$ cat config.mk
export PLATFORM = sky130hd
export DESIGN_NAME = obstacle_scheduler
export DESIGN_NICKNAME = d
export VERILOG_FILES = /design/src/rtl/flappy_pkg.sv /design/src/rtl/obstacle_hit_check.sv /design/src/rtl/obstacle_scheduler.sv
export SDC_FILE = /design/constraint.sdc
export NUM_CORES = 1
export LEC_CHECK = 0
export BUFFER_PORTS_ARGS = -buffer_cell sky130_fd_sc_hd__buf_4
export CORE_MARGIN = 2
export CORE_UTILIZATION = 40
export DETAILED_ROUTE_END_ITERATION = 8
export SLEW_MARGIN = 5
export SYNTH_ARGS = -nofsm -noshare
export SYNTH_HDL_FRONTEND = slang
export SYNTH_SLANG_ARGS = --single-unit
$ cat constraint.sdc
create_clock -name ClkPort -period 4 [get_ports ClkPort]
set_clock_uncertainty 0.2 [all_clocks]
set_input_delay 0 -clock ClkPort [delete_from_list [all_inputs] [get_ports ClkPort]]
set_output_delay 0 -clock ClkPort [all_outputs]
set_load 0.02 [all_outputs]
$ cat src/rtl/flappy_pkg.sv
// rtl/flappy_pkg.sv - shared game state encoding, screen constants and LFSR constants
package flappy_pkg;

    typedef enum logic [1:0] {
        IDLE = 2'd0,
        RUN  = 2'd1,
        HIT  = 2'd2
    } game_state_t;

    localparam int SCR_W       = 640;
    localparam int SCR_H       = 480;
    localparam int SCR_FLOOR_Y = 470;

    localparam logic [9:0] LFSR_SEED  = 10'h2A5;
    localparam int         LFSR_TAP_A = 9;
    localparam int         LFSR_TAP_B = 6;

endpackage

$ cat src/rtl/obstacle_hit_check.sv
// rtl/obstacle_hit_check.sv - combinational bird-versus-single-obstacle overlap test
module obstacle_hit_check #(
    parameter int OBS_W   = 40,
    parameter int GAP_H   = 100,
    parameter int BIRD_SZ = 10
) (
    input  logic [9:0] bird_x,
    input  logic [9:0] bird_y,
    input  logic [9:0] obs_x,
    input  logic [9:0] obs_y,
    output logic       hit
);

    logic [10:0] bx, by, ox, oy;
    logic        overlap_x, in_gap;

    // 11-bit so that edge-plus-width sums never wrap
    assign bx = {1'b0, bird_x};
    assign by = {1'b0, bird_y};
    assign ox = {1'b0, obs_x};
    assign oy = {1'b0, obs_y};

    assign overlap_x = (bx + 11'(BIRD_SZ) > ox) && (ox + 11'(OBS_W) > bx);
    assign in_gap    = (by >= oy) && (by + 11'(BIRD_SZ) <= oy + 11'(GAP_H));
    assign hit       = overlap_x && !in_gap;

endmodule

$ cat src/rtl/obstacle_scheduler.sv
// rtl/obstacle_scheduler.sv - obstacle scroll/respawn, collision and score FSM; SCROLL_ACCEL_EN enables score-based speedup
module obstacle_scheduler
    import flappy_pkg::*;
#(
    parameter int START_X = 320,
    parameter int SPACING = 160,
    parameter int OBS_W   = 40,
    parameter int GAP_H   = 100,
    parameter int BIRD_SZ = 10,
    parameter int Y_MIN   = 40,
    parameter int Y_MAX   = 340,
    parameter int FLOOR_Y = SCR_FLOOR_Y,
    parameter int SPEED   = 2
) (
    input  logic       ClkPort,
    input  logic       reset,
    input  logic       frame_tick,
    input  logic       start,
    input  logic [9:0] BirdXdraw,
    input  logic [9:0] BirdYdraw,
    output logic [9:0] X_Edge_O1,
    output logic [9:0] X_Edge_O2,
    output logic [9:0] X_Edge_O3,
    output logic [9:0] X_Edge_O4,
    output logic [9:0] Y_Edge_O1,
    output logic [9:0] Y_Edge_O2,
    output logic [9:0] Y_Edge_O3,
    output logic [9:0] Y_Edge_O4,
    output logic [1:0] game_state,
    output logic       collision,
    output logic [7:0] score
);

    localparam int RING = 4 * SPACING;
    localparam int SPAN = Y_MAX - Y_MIN;

    game_state_t state_q, state_d;
    logic        collision_q;
    logic [9:0]  x_q   [4];
    logic [9:0]  y_q   [4];
    logic [9:0]  x_nxt [4];
    logic [9:0]  y_nxt [4];
    logic [3:0]  passed;
    logic [3:0]  obs_hit;
    logic [9:0]  lfsr_q;
    logic [7:0]  score_q;
    logic [9:0]  speed;
    logic [8:0]  r;
    logic [9:0]  respawn_y;
    logic        floor_hit, any_hit;
    logic        scroll_en, reload;

    always_ff @(posedge ClkPort or posedge reset) begin
        if (reset) lfsr_q <= LFSR_SEED;
        else       lfsr_q <= {lfsr_q[8:0], lfsr_q[LFSR_TAP_A] ^ lfsr_q[LFSR_TAP_B]};
    end

`ifdef SCROLL_ACCEL_EN
    logic [5:0] accel_sum;
    assign accel_sum = 6'(SPEED) + {1'b0, score_q[7:3]};
    assign speed     = (accel_sum > 6'd6) ? 10'd6 : {4'd0, accel_sum};
`else
    assign speed = 10'(SPEED);
`endif

    // Fold the 9-bit random value back into [0, SPAN]
    assign r         = lfsr_q[8:0];
    assign respawn_y = 10'(Y_MIN) + ((r > 9'(SPAN)) ? {1'b0, r - 9'(SPAN) - 9'd1} : {1'b0, r});

    for (genvar k = 0; k < 4; k++) begin : g_hit
        obstacle_hit_check #(
            .OBS_W  (OBS_W),
            .GAP_H  (GAP_H),
            .BIRD_SZ(BIRD_SZ)
        ) u_hit (
            .bird_x(BirdXdraw),
            .bird_y(BirdYdraw),
            .obs_x (x_q[k]),
            .obs_y (y_q[k]),
            .hit   (obs_hit[k])
        );
    end

    assign floor_hit = ({1'b0, BirdYdraw} + 11'(BIRD_SZ)) > 11'(FLOOR_Y);
    assign any_hit   = (|obs_hit) || floor_hit;

    always_comb begin
        for (int k = 0; k < 4; k++) begin
            if (x_q[k] >= speed) begin
                x_nxt[k] = x_q[k] - speed;
                y_nxt[k] = y_q[k];
            end else begin
                x_nxt[k] = x_q[k] + 10'(RING) - speed;
                y_nxt[k] = respawn_y;
            end
            passed[k] = (({1'b0, x_q[k]}   + 11'(OBS_W)) >  {1'b0, BirdXdraw}) &&
                        (({1'b0, x_nxt[k]} + 11'(OBS_W)) <= {1'b0, BirdXdraw});
        end
    end

    always_ff @(posedge ClkPort or posedge reset) begin
        if (reset) begin
            state_q     <= IDLE;
            collision_q <= 1'b0;
        end else begin
            state_q     <= state_d;
            collision_q <= (state_d == HIT);
        end
    end

    always_comb begin
        state_d = state_q;
        case (state_q)
            IDLE:    if (start) state_d = RUN;
            RUN:     if (frame_tick && any_hit) state_d = HIT;
            HIT:     if (start) state_d = IDLE;
            default: state_d = IDLE;
        endcase
    end

    always_comb begin
        scroll_en = (state_q == RUN) && frame_tick && !any_hit;
        reload    = (state_q == HIT) && start;
    end

    always_ff @(posedge ClkPort or posedge reset) begin
        if (reset) begin
            for (int k = 0; k < 4; k++) begin
                x_q[k] <= 10'(START_X + k * SPACING);
                y_q[k] <= 10'(100 + k * 60);
            end
            score_q <= 8'd0;
        end else if (reload) begin
            for (int k = 0; k < 4; k++) begin
                x_q[k] <= 10'(START_X + k * SPACING);
                y_q[k] <= 10'(100 + k * 60);
            end
            score_q <= 8'd0;
        end else if (scroll_en) begin
            for (int k = 0; k < 4; k++) begin
                x_q[k] <= x_nxt[k];
                y_q[k] <= y_nxt[k];
            end
            if ((|passed) && (score_q != 8'hFF)) score_q <= score_q + 8'd1;
        end
    end

    assign X_Edge_O1  = x_q[0];
    assign X_Edge_O2  = x_q[1];
    assign X_Edge_O3  = x_q[2];
    assign X_Edge_O4  = x_q[3];
    assign Y_Edge_O1  = y_q[0];
    assign Y_Edge_O2  = y_q[1];
    assign Y_Edge_O3  = y_q[2];
    assign Y_Edge_O4  = y_q[3];
    assign game_state = state_q;
    assign collision  = collision_q;
    assign score      = score_q;

endmodule

# == Word-level counts from Yosys, hierarchy flattened ==
# Cells that the tools add are included.
# totals
out_inout_bits,91
reg_bits,101
# classes
n_lt_le_gt_ge,26
bitwise_logic,1
reduce_logical,37
n_eq_ne,8
n_addsub,30
muxes,20
# ops
cell,count
two-way mux 40 bit,4
"adder 10 x 6 -> 11 bit, second input constant",8
> comparator 11 x 10 -> 1 bit,8
two-way mux 10 bit,8
"subtractor 10 x 2 -> 10 bit, second input constant",8
"adder 10 x 7 -> 11 bit, second input constant",4
<= comparator 11 x 10 -> 1 bit,4
<= comparator 11 bit,4
"adder 10 bit, second input constant",4
greater-or-equal comparator 10 bit,4
"greater-or-equal comparator 10 x 2 -> 1 bit, second input constant",4
two-way mux 8 bit,3
"adder 10 x 4 -> 11 bit, second input constant",2
logical AND 1 bit,21
"> comparator 11 x 9 -> 1 bit, second input constant",1
"adder 6 x 9 -> 10 bit, first input constant",1
AND reduction 2 bit,5
"> comparator 9 bit, second input constant",1
two-way mux 9 bit,1
"subtractor 9 x 1 -> 9 bit, second input constant",1
"subtractor 9 bit, second input constant",1
"adder 8 x 1 -> 8 bit, second input constant",1
"inequality test 2 bit, second input constant",4
"inequality test 8 bit, second input constant",1
10 further kinds,19

# == Logic depth before layout (Yosys ltp) ==
# Gate-level depths: netlist of run 1.
# depth
ltp_word,11
ltp_mapped,20

# == Cells and area by module ==
# From an unflattened synthesis of run 1, not the netlist that was laid out.
# hier_totals
cells_unflattened,1717
hier_area_um2,13808.2
# by_module_without_submodules
module,cells_per_inst,instances,area_per_inst_um2,seq_area_each_um2
obstacle_scheduler,941,1,8000.2,2463.6
obstacle_hit_check (g_hit[2].u_hit ...),193,2,1432.6,0.0
obstacle_hit_check (g_hit[0].u_hit),195,1,1472.7,0.0
obstacle_hit_check (g_hit[1].u_hit),195,1,1470.2,0.0

# == Worst setup path before layout of run 1 ==
# Ideal clock, no wire load.
# synth_timing
kind,register to register
from,"reg x_q, in the netlist X_Edge_O1[3]"
to,reg score_q[7] (netlist: score[7])
setup_time_ps,66
stages_incl_launch_ff,20
required_time_ps,3734
path_slack_ps,-427
t_arrival_ps,4161
path_cell_list,dfrtp_1 > clkbuf_1 > inv_1 > ha_1 > and2_0 > clkbuf_1 > a221o_1 > o21ai_1 > a21oi_1 > xnor2_1 > ha_1 > nand4_1 > nor2_1 > a41o_1 > a31oi_1 > a311oi_2 > nor4_4 > or3_2 > or4_1 > nand2_1
# synth_between
elab_chain_len,10
word_cells_on_any_way,22
cone_classes,add/sub (5); order compare (4); mux (1); reduce/logical (12)
# synth_rtl
item,line_no,text
start: declaration,obstacle_scheduler.sv:39,logic [9:0] x_q [4];
start signal: indexed assignment,obstacle_scheduler.sv:129,x_q[k] <= 10'(START_X + k * SPACING);
start signal: indexed assignment,obstacle_scheduler.sv:135,x_q[k] <= 10'(START_X + k * SPACING);
start signal: indexed assignment,obstacle_scheduler.sv:141,x_q[k] <= x_nxt[k];
adder 10 bit / adder 10 x 6 -> 11 bit (equally long branches),"obstacle_scheduler.sv:93, obstacle_hit_check.sv:23, obstacle_scheduler.sv:96",
subtractor 10 x 2 -> 10 bit / > comparator 11 x 10 -> 1 bit (equally long branches),"obstacle_scheduler.sv:93, obstacle_hit_check.sv:23, obstacle_scheduler.sv:96",
two-way mux 10 bit / logical AND 1 bit (equally long branches),"obstacle_scheduler.sv:89, obstacle_hit_check.sv:23",
adder 10 x 6 -> 11 bit / logical AND 1 bit (equally long branches),"obstacle_scheduler.sv:97, obstacle_hit_check.sv:25",
<= comparator 11 x 10 -> 1 bit / OR reduction 4 bit (equally long branches),"obstacle_scheduler.sv:97, obstacle_scheduler.sv:85",
logical AND 1 bit / logical OR 1 bit (equally long branches),"obstacle_scheduler.sv:96, obstacle_scheduler.sv:85",
OR reduction 4 bit / zero test 1 bit (equally long branches),"obstacle_scheduler.sv:144, obstacle_scheduler.sv:122",
logical AND 1 bit (on tied branches),"obstacle_scheduler.sv:144, obstacle_scheduler.sv:122",
nonzero test 2 bit (no line),--,
AND reduction 2 bit (no line) *,--,
end signal: assignment,obstacle_scheduler.sv:144,if ((|passed) && (score_q != 8'hFF)) score_q <= score_q + 8'd1;
end: declaration,obstacle_scheduler.sv:46,logic [7:0] score_q;
# Every way passes the cells marked *; elsewhere a longest branch is shown, timed or not.
# A chain may end at the register's enable or synchronous reset.

# == Worst setup path in the final report of run 1 ==
# layout_timing
from,"reg x_q, in the netlist X_Edge_O3[1]"
to,reg score_q[7] (netlist: score[7])
# The elaborated chain is that of the path after synthesis.

==> metrics.cfg, run 1 <==
[run_status]
status=complete, but fails checks
violations=negative setup slack

[job]
drv_cap=0

[global_routing]
antenna_found_initial=0
grt_pass1_wl_mm=61.8
grt_pass1_vias=11200
grt-ovfl-total=0
track_usage=0.270
grt_util_met1=0.364
met2_usage=0.456
grt_max_degree=74
gr-max-usage-layer=met2
met3_usage=0.0286

[synth]
yosysTopAreaCell=ha_1
syn_avg_cell_area_um2=8.40
yosys.area_share.xor_xnor=0.0710
synth_enable_flop_cells=0
synth.area.top_cells=ha_1 23%, dfrtp_1 15%, dfstp_2 6.7%
netlist.area_leader.share=0.235
synth_area_mm2=0.0114
synthArstFlopShare=1.00
ys_seq_area_frac=0.217
synth_mux_area_frac=0.0380
synth-simple-area-share=0.186
synth_fa_ha_area_frac=0.235
synth_compound_area_frac=0.197
synth_top_family_by_area=adder cells
yosysMostFrequentCell=ha_1
synthCells=1352
ys.flop_type=dfrtp_1
ys_warn_count=0
synth-seq-cells=97
ys_types=83
ys_top_cells_by_count=213 x ha_1, 116 x inv_1, 91 x nand2_1

[clock_network]
clkTransAtPathRegs_ns=0.08
cts.path.max_buffers=2
numCtsBuffers=9
clk-insertion-delay-late_ns=0.37
cts_sinks=97
htreeDepth=3
cts-root-buf=clkbuf_16
cts_tree=yes

[timing]
slew_violations=0
fmax_mhz=246
period_share=1.02
timing_hold_violations_final=0
rsz0062_at_grt=true
setup_tns_ns=-0.364
fin_crit_ns=4.07
setup_violations=15
slew_headroom=0.313
worstMarginPinSlew_ns=1.03
worst_slack_ns=-0.0710

[power_and_ir_drop]
pwr-share-seq=0.144
p_sw_frac=0.465
power_density_mw_per_mm2=715
share_clk_of_total_power=0.092
power.total_mw=11.1
power.internal_mw=5.92
p_comb_frac=0.764
worst_ir_drop_vdd_mv=0.446
p_switching_mw=5.16
leakagePower_nw=7.30

[critical_path]
reg2reg_from=X_Edge_O3[1]
startpoint=X_Edge_O3[1]
end_kind=flip-flop
crit_type=flip-flop to flip-flop
start_kind=flip-flop
r2r_slack_ns=-0.07
slowest_delay_ns=0.43
critPathArrivalTime_ns=4.18
critPathRequiredTime_ns=4.11
path_cells=or3_4, xnor2_1, ha_1, o21ai_4, mux2_2, o21ai_1, ha_1, nand4_1, o32ai_2, a21oi_1, nor3_2, nor4_4, or3_4, or4_1, nand2_1
cpMaxStageDelayCell=dfrtp_2
crit_fanout=4

[detailed_routing]
num_vias=11800
first_pass_iters=5
drc_errors=0
routedWlPerCell_um=19.7
ant_nets=0
routed_wl_mm=40.7
viasPerCell=5.70
drt_iter0_drc=799

[floorplanning]
pin_count=115
core_mm2=0.0279
rows=61
die_h_um=172
start_util=0.408
die_w_um=172
dieArea_mm2=0.0297

[placed_design]
portBuffers=110
dp_hpwl_mm=30.9
place.gp.congestion=0.939

[cells_and_area]
fill_cells=2501
drive_above_1_share=0.319
n_antenna_cell=0
area_growth_pct=36.4
nets=1919

[hold_path]
hold_path_class=input pin to async pin

## kinds of logic after synthesis
family,Yosys count
adders and majority gates,213
muxes,43
xor gates and xnor gates,92
AOI/OAI and AO/OA,333
DFF,97
and+or+nand+nor,412
buffers and inverters,161
other,1
## cell usage in the layout (no fill, tap or decap), drive strengths merged, types with 5 or more instances in the layout
| cell type | n |
|---|---|
| o21a | 21 |
| a21oi | 79 |
| and3 | 13 |
| a2111oi | 7 |
| or2 | 5 |
| or3 | 13 |
| nor2 | 89 |
| a31o | 5 |
| nand3 | 57 |
| o2111ai | 7 |
| nand2b | 22 |
| xor2 | 14 |
| a31oi | 13 |
| a211oi | 14 |
| clkbuf | 11 |
| xnor2 | 78 |
| nor2b | 11 |
| ha | 213 |
| nor4 | 11 |
| buf | 353 |
| o211ai | 11 |
| mux2i | 42 |
| dfrtp | 68 |
| nand4 | 28 |
| a21o | 30 |
| inv | 119 |
| nand2 | 91 |
| a211o | 8 |
| and2 | 5 |
| nor3 | 46 |
| o31ai | 13 |
| o22ai | 5 |
| o32ai | 5 |
| o21ai | 71 |
| dfstp | 29 |
## routing by layer
metal | part of all wire | vias to the layer above
met5 | 0 | -
met4 | 0.025 | 0
met3 | 0.059 | 70
met2 | 0.47 | 409
met1 | 0.44 | 5680
li1 | - | 5619
## registers in the layout, indices dropped and copies added (netlist names)
name,count
score,8
collision,1
Y_Edge_O1,10
X_Edge_O4,9
X_Edge_O3,9
Y_Edge_O3,10
Y_Edge_O4,10
Y_Edge_O2,10
lfsr_q,10
game_state,2
X_Edge_O2,9
X_Edge_O1,9
## what timing repair did
action,4_1_cts,5_1_grt
hold buffers,3,0
resized for setup,50,102
hold endpoints to repair,56,0
cloned,2,2
endpoints found under the setup margin,46,75
pin swaps,41,31
setup buffers,12,19
## worst max-delay path, delay by kind of cell, from the launching register on
family	cells	cell delay, ns
multiplexers	1	0.35
adder cells (fa/ha/maj)	2	0.42
AND/OR/NAND/NOR	7	1.78
XOR/XNOR	1	0.16
flip-flops	1	0.43
AO/OA/AOI/OAI	4	0.67
## final cells by class
class                           instances  area, um^2  share of cell area
Multi-Input combinational cell       1098        8950               0.578
Timing Repair Buffer                  357        2810               0.181
Sequential cell                        97        2480               0.160
Tap cell                              378         473              0.0305
Inverter                              119         449              0.0290
Clock buffer                           10         229              0.0148
Clock inverter                          6        96.3             0.00622
## through the flow
step                setup WS [ns]  hold WS (ns)  utilization  area, um^2  std cells
floorplan                 -0.0761       -0.0122            -       11500       1355
global placement           -0.236        0.0990        0.510       14200       2011
detailed placement         -0.292         0.108        0.510       14200       2011
CTS                       -0.0629         0.235        0.533       14800       2044
global route               -0.264         0.249        0.556       15500       2065
finish                    -0.0710         0.213        0.556       15500       2065
## power groups by stage
| stage | clock [mW] | sequential, mW | combinational [mW] |
|---|---|---|---|
| CTS | 1.04 | 1.57 | 7.75 |
| floorplan | 0 | 1.86 | 4.28 |
| finish | 1.02 | 1.59 | 8.46 |
| global placement | 0 | 1.57 | 7.28 |
| detailed placement | 0 | 1.58 | 7.41 |
| global route | 1.06 | 1.63 | 9.26 |
## path summary, 6_finish.rpt
kind / end / depth (start not counted)
max: score[7] / 15
min: X_Edge_O3[1] / 3
max reg2reg: score[7] / 15
min reg2reg: lfsr_q[2] / 0
max in group asynchronous: lfsr_q[0] / 4
min in group ClkPort: lfsr_q[2] / 0
No activity file was read; power rests on OpenSTA's default activity.
==> inputs of run 2 (changes only) <==
--- a/config.mk
+++ b/config.mk
@@ -9,6 +9,7 @@
 export CORE_MARGIN = 2
 export CORE_UTILIZATION = 40
 export DETAILED_ROUTE_END_ITERATION = 8
+export PLACE_DENSITY_LB_ADDON = 0.08
 export SLEW_MARGIN = 5
 export SYNTH_ARGS = -nofsm -noshare
 export SYNTH_HDL_FRONTEND = slang
==> metrics.cfg, run 2 (synthesis results as in run 1) <==
[run_status]
status=complete, but fails checks
violations=negative setup slack

[detailed_routing]
num_vias=11600  ; -1.9%
routed_wl_mm=40.7  ; -0.13%
first_pass_iters=5  ; unchanged
drc_errors=0  ; unchanged
routedWlPerCell_um=19.4  ; -1.5%
drt_iter0_drc=943  ; +18%
viasPerCell=5.52  ; -3.2%
ant_nets=0  ; unchanged

[timing]
timing_hold_violations_final=0  ; unchanged
worstMarginPinSlew_ns=0.898  ; -0.132 ns
slew_violations=0  ; unchanged
period_share=1.01  ; -0.00767
fmax_mhz=248  ; +0.76%
worst_slack_ns=-0.0404  ; +0.0307 ns
slew_headroom=0.401  ; +0.0882
setup_violations=2  ; -13
fin_crit_ns=4.04  ; -0.0307 ns
rsz0062_at_grt=true

[power_and_ir_drop]
leakagePower_nw=7.43  ; +1.8%
power.total_mw=10.9  ; -1.4%
power_density_mw_per_mm2=700  ; -2.1%
worst_ir_drop_vdd_mv=0.457  ; +2.4%

[clock_network]
numCtsBuffers=9  ; unchanged
htreeDepth=3  ; unchanged
clkTransAtPathRegs_ns=0.08  ; about the same
cts-root-buf=clkbuf_16
cts_tree=yes
clk-insertion-delay-late_ns=0.38  ; about the same
cts_sinks=97  ; unchanged
cts.path.max_buffers=2  ; unchanged

[global_routing]
track_usage=0.276  ; +0.00538
grt_max_degree=64  ; -14%
grt-ovfl-total=0  ; unchanged
antenna_found_initial=0  ; unchanged
grt_pass1_vias=11100  ; -1.0%
grt_pass1_wl_mm=62.5  ; +1.2%

[floorplanning]
dieArea_mm2=0.0297  ; unchanged
die_w_um=172  ; unchanged
die_h_um=172  ; unchanged
start_util=0.408  ; unchanged
rows=61  ; unchanged
core_mm2=0.0279  ; unchanged
pin_count=115  ; unchanged

[critical_path]
crit_fanout=5  ; +1
r2r.worst_path.cells=18  ; +3
start_kind=flip-flop
critPathRequiredTime_ns=4.12  ; about the same
r2r_end=score[7]
r2r_slack_ns=-0.04  ; +0.03 ns
critPathArrivalTime_ns=4.16  ; -0.02 ns
crit_type=flip-flop to flip-flop
end_kind=flip-flop
reg2reg_from=X_Edge_O3[1]

[cells_and_area]
area_growth_pct=37.4
n_antenna_cell=0  ; unchanged
nets=1947  ; +1.5%
fill_cells=2583  ; +3.3%
seq_area_mm2=0.00248  ; about the same
multi_input_area_mm2=0.00881  ; -1.6%
drive_above_1_share=0.316  ; -0.00287
mostFrequentLayoutCells=361 x buf_4, 207 x ha_1, 113 x inv_1, 91 x nand2_1, 84 x nor2_1
layout_commonest_cell=buf_4
fin_area_mm2=0.0156  ; +0.74%

[placed_design]
dp_hpwl_mm=31.0  ; +0.28%
dp_slack_ns=-0.272  ; +0.0197 ns
place_area_mm2=0.0145  ; +2.2%
place.gp.congestion=0.903  ; -3.9%
portBuffers=110  ; unchanged

[job]
drv_cap=0  ; unchanged

[hold_path]
hold_path_class=input pin to async pin

## run 2: changes by cell type in the layout (fill, tap and decap cells not counted), sizes merged
cell and change:
clkinv +3, clkinvlp -1, bufinv -1, clkbuf -1, buf +28
## run 2: critical path, stage by stage (launching register included)
cell and delay [ns]:
dfrtp_2 0.42, or3_4 0.43, or2_4 0.28, nor3_4 0.18
a21o_1 0.14, o21ai_2 0.06, nor2_1 0.13, xor2_1 0.16
ha_1 0.28, buf_4 0.15, nand2_1 0.06, nor2_1 0.06
a2111oi_4 0.20, a21oi_2 0.09, nor3_2 0.22, nor4_4 0.11
or3_4 0.35, or4_1 0.39, nand2_1 0.08
## run 2: worst max path at each step
stage | start | end | depth (start not counted)
after floorplan | X_Edge_O3[1] | score[7] | 15
after global placement | X_Edge_O4[2] | score[7] | 15
after detailed placement | X_Edge_O4[2] | score[7] | 15
after CTS | X_Edge_O1[3] | score[7] | 18
after global routing | X_Edge_O3[1] | score[7] | 18
final | X_Edge_O3[1] | score[7] | 18
## run 2: metal layers
layer / vias to the layer above / GRT usage / routed length (um)
li1: 5665 / - / -
met1: 5496 / 0.391 / 19200
met2: 344 / 0.439 / 18200
met3: 52 / 0.0401 / 2460
met4: 0 / 0.0665 / 829
met5: - / 0 / 0
## run 2: per-stage QoR
step                cells  setup TNS [ns]  hold slack, ns   util
global route         2093           -2.87           0.243  0.560
finish               2093         -0.0699           0.171  0.560
floorplan            1355         -0.0761         -0.0122      -
global placement     2045           -3.59          0.0435  0.521
CTS                  2072          -0.334           0.196  0.542
detailed placement   2045           -2.18          0.0524  0.521
## run 2: repair_timing
action,in CTS,in global routing
endpoints found under the hold margin,48,0
resized for setup,38,78
gates cloned,2,2
buffers inserted,6,20
pin swaps,13,30
hold buffers,3,0
setup endpoints to repair,51,81
## run 2: area by class of cell
cell class                      instances  share of cell area
Sequential cell                        97               0.159
Timing Repair Buffer                  385               0.196
Inverter                              119              0.0288
Clock buffer                            9              0.0144
Tap cell                              378              0.0303
Multi-Input combinational cell       1098               0.565
Clock inverter                          7             0.00626
## run 2: power breakdown
part | total (mW) | internal, mW | switching [mW]
Clock | 1.01 | 0.508 | 0.503
Combinational | 8.32 | 4.05 | 4.27
Sequential | 1.59 | 1.29 | 0.306
==> inputs of run 3 (changes only) <==
--- a/config.mk
+++ b/config.mk
@@ -13,4 +13,5 @@
 export SLEW_MARGIN = 5
 export SYNTH_ARGS = -nofsm -noshare
 export SYNTH_HDL_FRONTEND = slang
+export SYNTH_HIERARCHICAL = 1
 export SYNTH_SLANG_ARGS = --single-unit
==> metrics.cfg, run 3 <==
[power_and_ir_drop]
power_density_mw_per_mm2=739  ; +5.5%
p_switching_mw=6.73  ; +33%
power.total_mw=14.2  ; +30%
power.internal_mw=7.51  ; +28%
leakagePower_nw=9.30  ; +25%
p_comb_frac=0.817  ; +0.055
pwr-share-seq=0.117  ; -0.029
p_sw_frac=0.472  ; +0.00776
share_clk_of_total_power=0.065  ; -0.028
worst_ir_drop_vdd_mv=0.342  ; -25%

[placed_design]
dp_hpwl_mm=36.1  ; +16%
place_area_mm2=0.0181  ; +25%
place.gp.congestion=0.886  ; -1.8%
portBuffers=110  ; unchanged
dp_slack_ns=-0.627  ; -0.355 ns

[cells_and_area]
nets=2507  ; +29%
mostFrequentLayoutCells=496 x buf_4, 270 x ha_1, 177 x inv_1, 124 x xnor2_1, 101 x nor2_1
fill_cells=3234  ; +25%
drive_above_1_share=0.328  ; +0.0116
fin_area_mm2=0.0193  ; +24%
n_antenna_cell=0  ; unchanged
layout_commonest_cell=buf_4
area_growth_pct=39.6

[floorplanning]
core_mm2=0.0343  ; +23%
start_util=0.403  ; -0.00483
rows=68  ; +11%
pin_count=115  ; unchanged
die_w_um=190  ; +10%
dieArea_mm2=0.0360  ; +21%
die_h_um=190  ; +10%

[synth]
synthArstFlopShare=1.00  ; unchanged
synthCells=1717  ; +27%
yosysTopAreaCell=ha_1
netlist.area_leader.share=0.246  ; +0.0117
ys_seq_area_frac=0.178  ; -0.0386
synth-seq-cells=97  ; unchanged
ys_types=94  ; +13%
synth.area.top_cells=ha_1 25%, dfrtp_1 12%, xnor2_1 7.9%
yosysMostFrequentCell=ha_1
synth_area_mm2=0.0138  ; +22%
ys_top_cells_by_count=272 x ha_1, 178 x inv_1, 125 x xnor2_1
ys.flop_type=dfrtp_1
ys_warn_count=6  ; +6
syn_avg_cell_area_um2=8.04  ; -4.2%
synth_enable_flop_cells=0  ; unchanged

[global_routing]
grt_pass1_wl_mm=74.0  ; +19%
grt_max_degree=71  ; +11%
antenna_found_initial=0  ; unchanged
grt_pass1_vias=14000  ; +26%
track_usage=0.259  ; -0.0169
grt-ovfl-total=0  ; unchanged

[detailed_routing]
viasPerCell=5.35  ; -3.1%
first_pass_iters=6  ; +1
num_vias=14300  ; +24%
routedWlPerCell_um=17.4  ; -10%
ant_nets=0  ; unchanged
drt_iter0_drc=642  ; -32%
drc_errors=0  ; unchanged
routed_wl_mm=46.5  ; +14%

[clock_network]
clkTransAtPathRegs_ns=0.08  ; about the same
numCtsBuffers=9  ; unchanged
htreeDepth=3  ; unchanged
cts-root-buf=clkbuf_16
cts_tree=yes
clk-insertion-delay-late_ns=0.37  ; about the same
cts.path.max_buffers=2  ; unchanged
cts_sinks=97  ; unchanged

[timing]
fin_crit_ns=4.61  ; +0.566 ns
period_share=1.15  ; +0.141
fmax_mhz=217  ; -12%
rsz0062_at_grt=true
slew_headroom=0.363  ; -0.0381
worst_slack_ns=-0.606  ; -0.566 ns
slew_violations=0  ; unchanged
setup_violations=84  ; +82
worstMarginPinSlew_ns=0.955  ; +0.0571 ns
hold_ws_ns=0.202  ; +0.0317 ns
timing_hold_violations_final=0  ; unchanged

[critical_path]
crit_type=flip-flop to flip-flop
crit_fanout=7  ; +2
critPathArrivalTime_ns=4.70  ; +0.54 ns
start_kind=flip-flop
end_kind=flip-flop
critPathRequiredTime_ns=4.09  ; -0.03 ns
r2r_slack_ns=-0.61  ; -0.57 ns

[job]
drv_cap=0  ; unchanged

[run_status]
violations=negative setup slack
status=complete, but fails checks

[hold_path]
hold_path_class=input pin to async pin

[run 3: kinds of logic (layout without fill, tap and decap cells)]
logic type,Yosys count,count (layout),share of synthesized area
simple gates,508,510,0.192
other cells,1,12,0.000272
xor+xnor,159,159,0.101
buf+inv,236,722,0.0680
mux,17,17,0.0126
compound gates,427,427,0.201
fa+ha+maj,272,272,0.246
flops,97,97,0.178
[run 3: power groups by stage]
stage | clock [mW] | combinational, mW | sequential, mW
6_report | 0.933 | 11.6 | 1.67
3_5_place_dp | 0 | 10.9 | 1.68
2_1_floorplan | 0 | 6.10 | 2.17
3_3_place_gp | 0 | 10.7 | 1.67
5_1_grt | 0.996 | 12.9 | 1.72
4_1_cts | 0.960 | 11.3 | 1.67
[run 3: final cells by class]
type                       count  area, um^2  area share
timing repair buffer         526        4210       0.219
multi-input combinational   1397       11000       0.573
sequential                    97        2470       0.128
clock inverter                 7        76.3     0.00396
clock buffer                   9         225      0.0117
inverter                     180         678      0.0352
tap                          455         569      0.0295
[run 3: worst max-delay path, stage by stage (launching register included)]
cell,delay [ns]
dfstp_2,0.57
ha_4,0.14
a21oi_2,0.06
nand2_2,0.07
nand2_2,0.06
xnor2_2,0.13
ha_1,0.30
a21oi_2,0.16
o21ai_2,0.07
or4_4,0.53
nand3_4,0.08
a211oi_4,0.08
or4_1,0.55
a21o_1,0.20
nor3_2,0.10
buf_4,0.14
o21ai_4,0.10
buf_12,0.17
buf_4,0.18
or3_4,0.38
a21oi_1,0.12
o21ai_1,0.10
[run 3: per-stage QoR]
stage / cells / TNS, ns / util
floorplan: 1728 / -12.64 / -
global placement: 2624 / -27.60 / 0.529
detailed placement: 2624 / -33.54 / 0.529
CTS: 2653 / -30.93 / 0.548
global route: 2671 / -53.01 / 0.562
finish: 2671 / -37.87 / 0.562
[run 3: timing repair]
item,4_1_cts,5_1_grt
hold buffers,2,1
cloned,5,3
hold endpoints to repair,53,2
pin swaps,26,39
setup endpoints to repair,84,87
buffers inserted,6,15
gates resized for setup,60,82
[run 3: metal layers]
layer  wire length (um)  GRT usage
met4                652     0.0546
met2              22000      0.440
met1              22100      0.356
met3               1750     0.0251
met5                  0          0
[run 3: worst paths after layout]
check | from | depth (start not counted) | end
hold / removal | reset | 3 | lfsr_q[6]
setup reg to reg | Y_Edge_O3[3] | 21 | X_Edge_O4[8]
min in group ClkPort | lfsr_q[1] | 0 | lfsr_q[2]
setup / recovery | Y_Edge_O3[3] | 21 | X_Edge_O4[8]
max in group asynchronous | reset | 4 | X_Edge_O1[8]
hold reg to reg | lfsr_q[1] | 0 | lfsr_q[2]
